**src/rtl/bumpy_controller.sv**
```systemverilog
// Bumpy movement-state controller: arbitrates death, wall bounces and player keys once
// per frame, and times reset/bounce/death intervals in frames while tracking lives.
module bumpy_controller #(
    parameter int unsigned INIT_LIVES    = 3,
    parameter int unsigned RESET_FRAMES  = 8,
    parameter int unsigned BOUNCE_FRAMES = 12,
    parameter int unsigned DIE_FRAMES    = 30
) (
    input  logic       clk,
    input  logic       resetN,
    input  logic       startOfFrame,
    input  logic       key_left,
    input  logic       key_right,
    input  logic       key_up,
    input  logic       key_down,
    input  logic       hit_left_wall,
    input  logic       hit_right_wall,
    input  logic       hit_top_wall,
    input  logic       hit_hazard,
    output logic [3:0] state,
    output logic [2:0] lives,
    output logic       game_over,
    output logic       die_pulse
);

    localparam int unsigned TIMER_W = 16;

    typedef enum logic [3:0] {
        S_RESET       = 4'd0,
        S_IDLE        = 4'd1,
        S_LEFT        = 4'd2,
        S_RIGHT       = 4'd3,
        S_DOWN        = 4'd4,
        S_UP          = 4'd5,
        S_DIE         = 4'd6,
        S_BOUNCE_LEFT = 4'd7,
        S_BOUNCE_RGHT = 4'd8,
        S_BOUNCE_TOP  = 4'd9
    } state_e;

    localparam logic [TIMER_W-1:0] RESET_T  = TIMER_W'(RESET_FRAMES);
    localparam logic [TIMER_W-1:0] BOUNCE_T = TIMER_W'(BOUNCE_FRAMES);
    localparam logic [TIMER_W-1:0] DIE_T    = TIMER_W'(DIE_FRAMES);
    localparam logic [TIMER_W-1:0] ONE_T    = TIMER_W'(1);
    localparam logic [TIMER_W-1:0] ZERO_T   = TIMER_W'(0);

    state_e             state_q, state_d, next_s;
    logic [TIMER_W-1:0] timer_q, timer_d;
    logic [2:0]         lives_q, lives_d;
    logic               game_over_q, game_over_d;
    logic               die_pulse_q, die_pulse_d;
    // flag order: {hazard, top, left, right}
    logic [3:0]         flags_q, flags_d;
    logic [3:0]         hits_s;
    logic               haz_s, top_s, lft_s, rgt_s;
    logic               expired_s, reload_s;

    // Priority list shared by the free states and by bounce expiry.
    function automatic state_e free_next(
        input logic haz, input logic top, input logic lft, input logic rgt,
        input logic kl, input logic kr, input logic ku, input logic kd
    );
        state_e nxt;
        if (haz) begin
            nxt = S_DIE;
        end else if (top) begin
            nxt = S_BOUNCE_TOP;
        end else if (lft) begin
            nxt = S_BOUNCE_LEFT;
        end else if (rgt) begin
            nxt = S_BOUNCE_RGHT;
        end else if (kl ^ kr) begin
            nxt = kl ? S_LEFT : S_RIGHT;
        end else if (ku ^ kd) begin
            nxt = ku ? S_UP : S_DOWN;
        end else begin
            nxt = S_IDLE;
        end
        return nxt;
    endfunction

    // Frame count a state starts with when it is (re)entered.
    function automatic logic [TIMER_W-1:0] load_value(input state_e s);
        logic [TIMER_W-1:0] v;
        case (s)
            S_RESET:                                   v = RESET_T;
            S_BOUNCE_LEFT, S_BOUNCE_RGHT, S_BOUNCE_TOP: v = BOUNCE_T;
            S_DIE:                                     v = DIE_T;
            default:                                   v = ZERO_T;
        endcase
        return v;
    endfunction

    assign hits_s = {hit_hazard, hit_top_wall, hit_left_wall, hit_right_wall};

    // Next-state, timer, lives and sticky-flag computation.
    always_comb begin
        state_d     = state_q;
        timer_d     = timer_q;
        lives_d     = lives_q;
        game_over_d = game_over_q;
        die_pulse_d = 1'b0;
        flags_d     = flags_q | hits_s;
        next_s      = state_q;
        reload_s    = 1'b0;
        haz_s       = flags_q[3] | hits_s[3];
        top_s       = flags_q[2] | hits_s[2];
        lft_s       = flags_q[1] | hits_s[1];
        rgt_s       = flags_q[0] | hits_s[0];
        expired_s   = (timer_q == ONE_T);

        if (startOfFrame) begin
            // a hit in the SOF cycle is consumed here, never carried over
            flags_d = 4'b0000;
            case (state_q)
                S_RESET: begin
                    if (expired_s) begin
                        next_s   = S_IDLE;
                        reload_s = 1'b1;
                    end else begin
                        next_s = S_RESET;
                    end
                end
                S_IDLE, S_LEFT, S_RIGHT, S_DOWN, S_UP: begin
                    next_s   = free_next(haz_s, top_s, lft_s, rgt_s,
                                         key_left, key_right, key_up, key_down);
                    reload_s = (next_s != state_q);
                end
                S_BOUNCE_LEFT: begin
                    reload_s = 1'b1;
                    if (haz_s)          next_s = S_DIE;
                    else if (top_s)     next_s = S_BOUNCE_TOP;
                    else if (rgt_s)     next_s = S_BOUNCE_RGHT;
                    else if (expired_s) next_s = free_next(haz_s, top_s, lft_s, rgt_s,
                                                           key_left, key_right, key_up, key_down);
                    else begin
                        next_s   = state_q;
                        reload_s = 1'b0;
                    end
                end
                S_BOUNCE_RGHT: begin
                    reload_s = 1'b1;
                    if (haz_s)          next_s = S_DIE;
                    else if (top_s)     next_s = S_BOUNCE_TOP;
                    else if (lft_s)     next_s = S_BOUNCE_LEFT;
                    else if (expired_s) next_s = free_next(haz_s, top_s, lft_s, rgt_s,
                                                           key_left, key_right, key_up, key_down);
                    else begin
                        next_s   = state_q;
                        reload_s = 1'b0;
                    end
                end
                S_BOUNCE_TOP: begin
                    reload_s = 1'b1;
                    if (haz_s)          next_s = S_DIE;
                    else if (lft_s)     next_s = S_BOUNCE_LEFT;
                    else if (rgt_s)     next_s = S_BOUNCE_RGHT;
                    else if (expired_s) next_s = free_next(haz_s, top_s, lft_s, rgt_s,
                                                           key_left, key_right, key_up, key_down);
                    else begin
                        next_s   = state_q;
                        reload_s = 1'b0;
                    end
                end
                S_DIE: begin
                    // with no lives left Sdie becomes terminal and the timer runs down to 0
                    if (expired_s && (lives_q != 3'd0)) begin
                        next_s   = S_RESET;
                        reload_s = 1'b1;
                    end else if (expired_s) begin
                        next_s      = S_DIE;
                        game_over_d = 1'b1;
                    end else begin
                        next_s = S_DIE;
                    end
                end
                default: begin
                    next_s   = S_RESET;
                    reload_s = 1'b1;
                end
            endcase

            state_d = next_s;
            if (reload_s) begin
                timer_d = load_value(next_s);
            end else if (timer_q != ZERO_T) begin
                timer_d = timer_q - ONE_T;
            end else begin
                timer_d = ZERO_T;
            end

            if (reload_s && (next_s == S_DIE)) begin
                lives_d     = (lives_q == 3'd0) ? 3'd0 : (lives_q - 3'd1);
                die_pulse_d = 1'b1;
            end else begin
                lives_d     = lives_q;
                die_pulse_d = 1'b0;
            end
        end else begin
            state_d = state_q;
        end
    end

    // State, timer, lives, flags and registered outputs.
    always_ff @(posedge clk or negedge resetN) begin
        if (!resetN) begin
            state_q     <= S_RESET;
            timer_q     <= RESET_T;
            lives_q     <= 3'(INIT_LIVES);
            game_over_q <= 1'b0;
            die_pulse_q <= 1'b0;
            flags_q     <= 4'b0000;
        end else begin
            state_q     <= state_d;
            timer_q     <= timer_d;
            lives_q     <= lives_d;
            game_over_q <= game_over_d;
            die_pulse_q <= die_pulse_d;
            flags_q     <= flags_d;
        end
    end

    assign state     = state_q;
    assign lives     = lives_q;
    assign game_over = game_over_q;
    assign die_pulse = die_pulse_q;

endmodule

```
**config.mk**
```make
export PLATFORM = sky130hd
export DESIGN_NAME = bumpy_controller
export DESIGN_NICKNAME = d
export VERILOG_FILES = /design/src/rtl/bumpy_controller.sv
export SDC_FILE = /design/constraint.sdc
export NUM_CORES = 1
export LEC_CHECK = 0
export CORE_ASPECT_RATIO = 1.75
export CORE_UTILIZATION = 50
export DETAILED_ROUTE_END_ITERATION = 16
export HOLD_SLACK_MARGIN = 0.06
export PLACE_DENSITY = 0.71
export SLEW_MARGIN = 5
export SYNTH_ARGS = -nofsm -noshare
export SYNTH_HDL_FRONTEND = slang
export SYNTH_SLANG_ARGS = --single-unit
```
**constraint.sdc**
```tcl
create_clock -name clk -period 3.16 [get_ports clk]
set_input_delay 0.632 -clock clk [delete_from_list [all_inputs] [get_ports clk]]
set_output_delay 0.632 -clock clk [all_outputs]
set_load 0.1 [all_outputs]
```
==> reports/summary.txt <==
compound-gate portion of the synthesized area = 21.7%
Fin. Hold Viols = 0
Post-Synth Simple-Gate Area = 29.0%
layout overhead on the synthesized area = 23.9%
mux cell area share after synthesis = 2.08%
CTS tree = done
fmax = 335 MHz
Tot GR Track Use = 30.9%
first-pass GRT wire length = 10.2 mm
Synth Area in XOR/XNOR = 5.26%
Die Wd = 51.7 um
CP Max Fanout = 7
worst vdd ir = 0.674 mV
Cell variety after synth = 61
fraction of final layout cells sized beyond drive strength 1 = 23.4%
diode count = 0
max-slew violations = 0
status = completed
DRT antenna net count = 0
IO buf count = 19
Area contributors post-synth = dfrtp_1 (30%), nor2_1 (6.9%), dfstp_2 (3.6%)
post-synth top area share = 30.1%
top_reg_cell synth = dfrtp_1
Pleak = 1.17 nW
DR vias/cell = 6.19
Layout Skew = 0.0121 ns
Post-Synth Adder-Cell Area = 3.47%
number of detailed-route iterations in the first pass = 4
clk sinks = 29
I/O pins = 20
data required time of the critical path = 3.32 ns
Placement Rows = 31
# H-tree levels = 2
largest net degree at the start of global routing = 30
Clk Latency, worst-skew pair = 0.28 ns
Post-synth EDFFs = 0
total CTS buffers = 5
Placer Congestion = 1.00
Via Count = 2,129
CP Capture Type = register
CP Class = input port to register
Clock Root Buffer = clkbuf_8
Syn Nets = 267
Synth Cell Area = 2160 um^2
post-synthesis async set-or-reset flop share = 100%
initial core utilization = 52.1%
PD cells = 953 nW/um^2
relative slew slack = 60.8%
critical path data arrival time = 3.15 ns
Max Cap Viol = 0
post-route minimum period = 2.99 ns
# setup viols final = 0
Final Cell Area = 2680 um^2
clk buf depth = 2
Avg Inst Size Synth = 8.65 um^2
WL/cell = 18.2 um
initial antenna violation count = 0
routed wire length = 6.25 mm
total congestion overflow = 0
drt initial violations = 98
Hold/Removal Path Class = register to register
hpwl dp = 4.77 mm
die area = 4600 um^2
largest family of logic cells by synthesized area = simple AND/OR/NAND/NOR gates
Slew @ Worst Pin = 0.589 ns
DP Area = 2560 um^2
post-layout util = 64.6%
Synth Register Bits = 29
unrepaired setup endpoints after global routing = false
most common cell in the synthesized netlist = nor2_1
top post-synthesis cells by count = nor2_1 (40), dfrtp_1 (26), a21oi_1 (14)
clock slew at reported path FFs = 0.05 ns
core area = 4150 um^2
vias in the first global route = 2,176
Post-Syn Instances = 250
crit share post-route = 94.5%
Seq/Total Area, Yosys = 33.7%
TNS Setup = 0 ns
net total in the final layout = 311
WHS = 0.477 ns
Yosys warning total = 0
crit path launch type = input port
DR DRC count = 0
Die Y = 89.0 um
area leader, netlist = dfrtp_1
==> final cells by class <==
class	instances	area, um^2
Tap cell	49	61.3
Timing Repair Buffer	49	393
Multi-Input combinational cell	197	1350
Fill cell	354	1470
Inverter	12	45.0
Clock inverter	2	35.0
Clock buffer	6	72.6
Sequential cell	29	729
==> registers in the layout, summed over array words and instances, names as in the netlist <==
name,cells
timer_q,16
flags_q,4
state,4
lives,3
die_pulse,1
game_over,1
==> worst max-delay path, stage by stage <==
cell and delay, ns:
clkdlybuf4s50_1 0.42, buf_4 0.15, or4_1 0.49, o21ai_0 0.18
a21oi_1 0.10, a211oi_1 0.21, buf_4 0.17, and3_1 0.31
nand2_1 0.15, o32ai_1 0.32
==> what timing repair did <==
item                                    CTS  global route
gates resized for setup                   0             1
endpoints found under the hold margin     0             0
buffers inserted                          0             0
hold buffers                              0             0
endpoints found under the setup margin    0             5
==> layout by cell type, fill, tap and decap left out, types with 3 or more instances in the layout <==
| cell | Yosys | routed |
|---|---|---|
| nor2_1 | 40 | 40 |
| buf_4 | 0 | 39 |
| dfrtp_1 | 26 | 26 |
| a21oi_1 | 14 | 14 |
| inv_1 | 12 | 12 |
| nand2_1 | 12 | 12 |
| clkdlybuf4s50_1 | 0 | 10 |
| o21ai_0 | 8 | 8 |
| a31oi_1 | 8 | 8 |
| xnor2_1 | 8 | 8 |
| nand3_1 | 7 | 7 |
| ha_1 | 6 | 6 |
| or2_2 | 5 | 5 |
| nor3_1 | 5 | 5 |
| nand4_1 | 5 | 5 |
| xor2_1 | 5 | 5 |
| clkbuf_8 | 0 | 5 |
| nor2b_1 | 4 | 4 |
| nor4_1 | 4 | 4 |
| nand2b_1 | 3 | 3 |
| and4b_1 | 3 | 3 |
| or4_1 | 3 | 3 |
| or3_1 | 3 | 3 |
| a211oi_1 | 3 | 3 |
| and3_1 | 3 | 3 |
| o211ai_1 | 3 | 3 |
| mux2_1 | 3 | 3 |
| dfstp_2 | 3 | 3 |
==> per-layer routing <==
metal / GRT usage [%] / vias to the layer above / wire length, um
li1: - / 1013 / -
met1: 29.5 / 1012 / 2130
met2: 57.4 / 80 / 3560
met3: 5.78 / 24 / 285
met4: 21.6 / 0 / 273
met5: 0 / - / 0
==> through the flow <==
stage,worst slack [ns],power (mW),instances
final,0.175,2.56,344
after global routing,0.0792,2.71,344
after CTS,0.214,2.55,344
after detailed placement,-0.0321,2.16,336
after global placement,-0.0137,2.15,336
after floorplan,0.289,1.73,250
==> report_power, final <==
group | total, mW | internal, mW | switching, mW | leakage, nW
logic | 1.48 | 0.603 | 0.880 | 0.746
registers | 0.699 | 0.492 | 0.208 | 0.372
clock network | 0.373 | 0.234 | 0.140 | 0.0552
==> cells by family after synthesis <==
group | Yosys count
adder cells (fa/ha/maj) | 6
XOR/XNOR | 13
AND/OR/NAND/NOR | 110
multiplexers | 4
AO/OA/AOI/OAI | 64
flip-flops | 29
buffers and inverters | 24
==> path summary, 6_finish.rpt <==
path | startpoint | to | slack (ns) | cells past startpoint
max | hit_top_wall | timer_q[5] | 0.17 | 10
min | game_over | game_over | 0.48 | 1
max reg2reg | timer_q[1] | lives[2] | 0.38 | 10
min reg2reg | game_over | game_over | 0.48 | 1
max in group asynchronous | resetN | lives[0] | 2.10 | 2
min in group asynchronous | resetN | state[3] | 0.74 | 2
No activity file was read; power rests on OpenSTA's default activity.
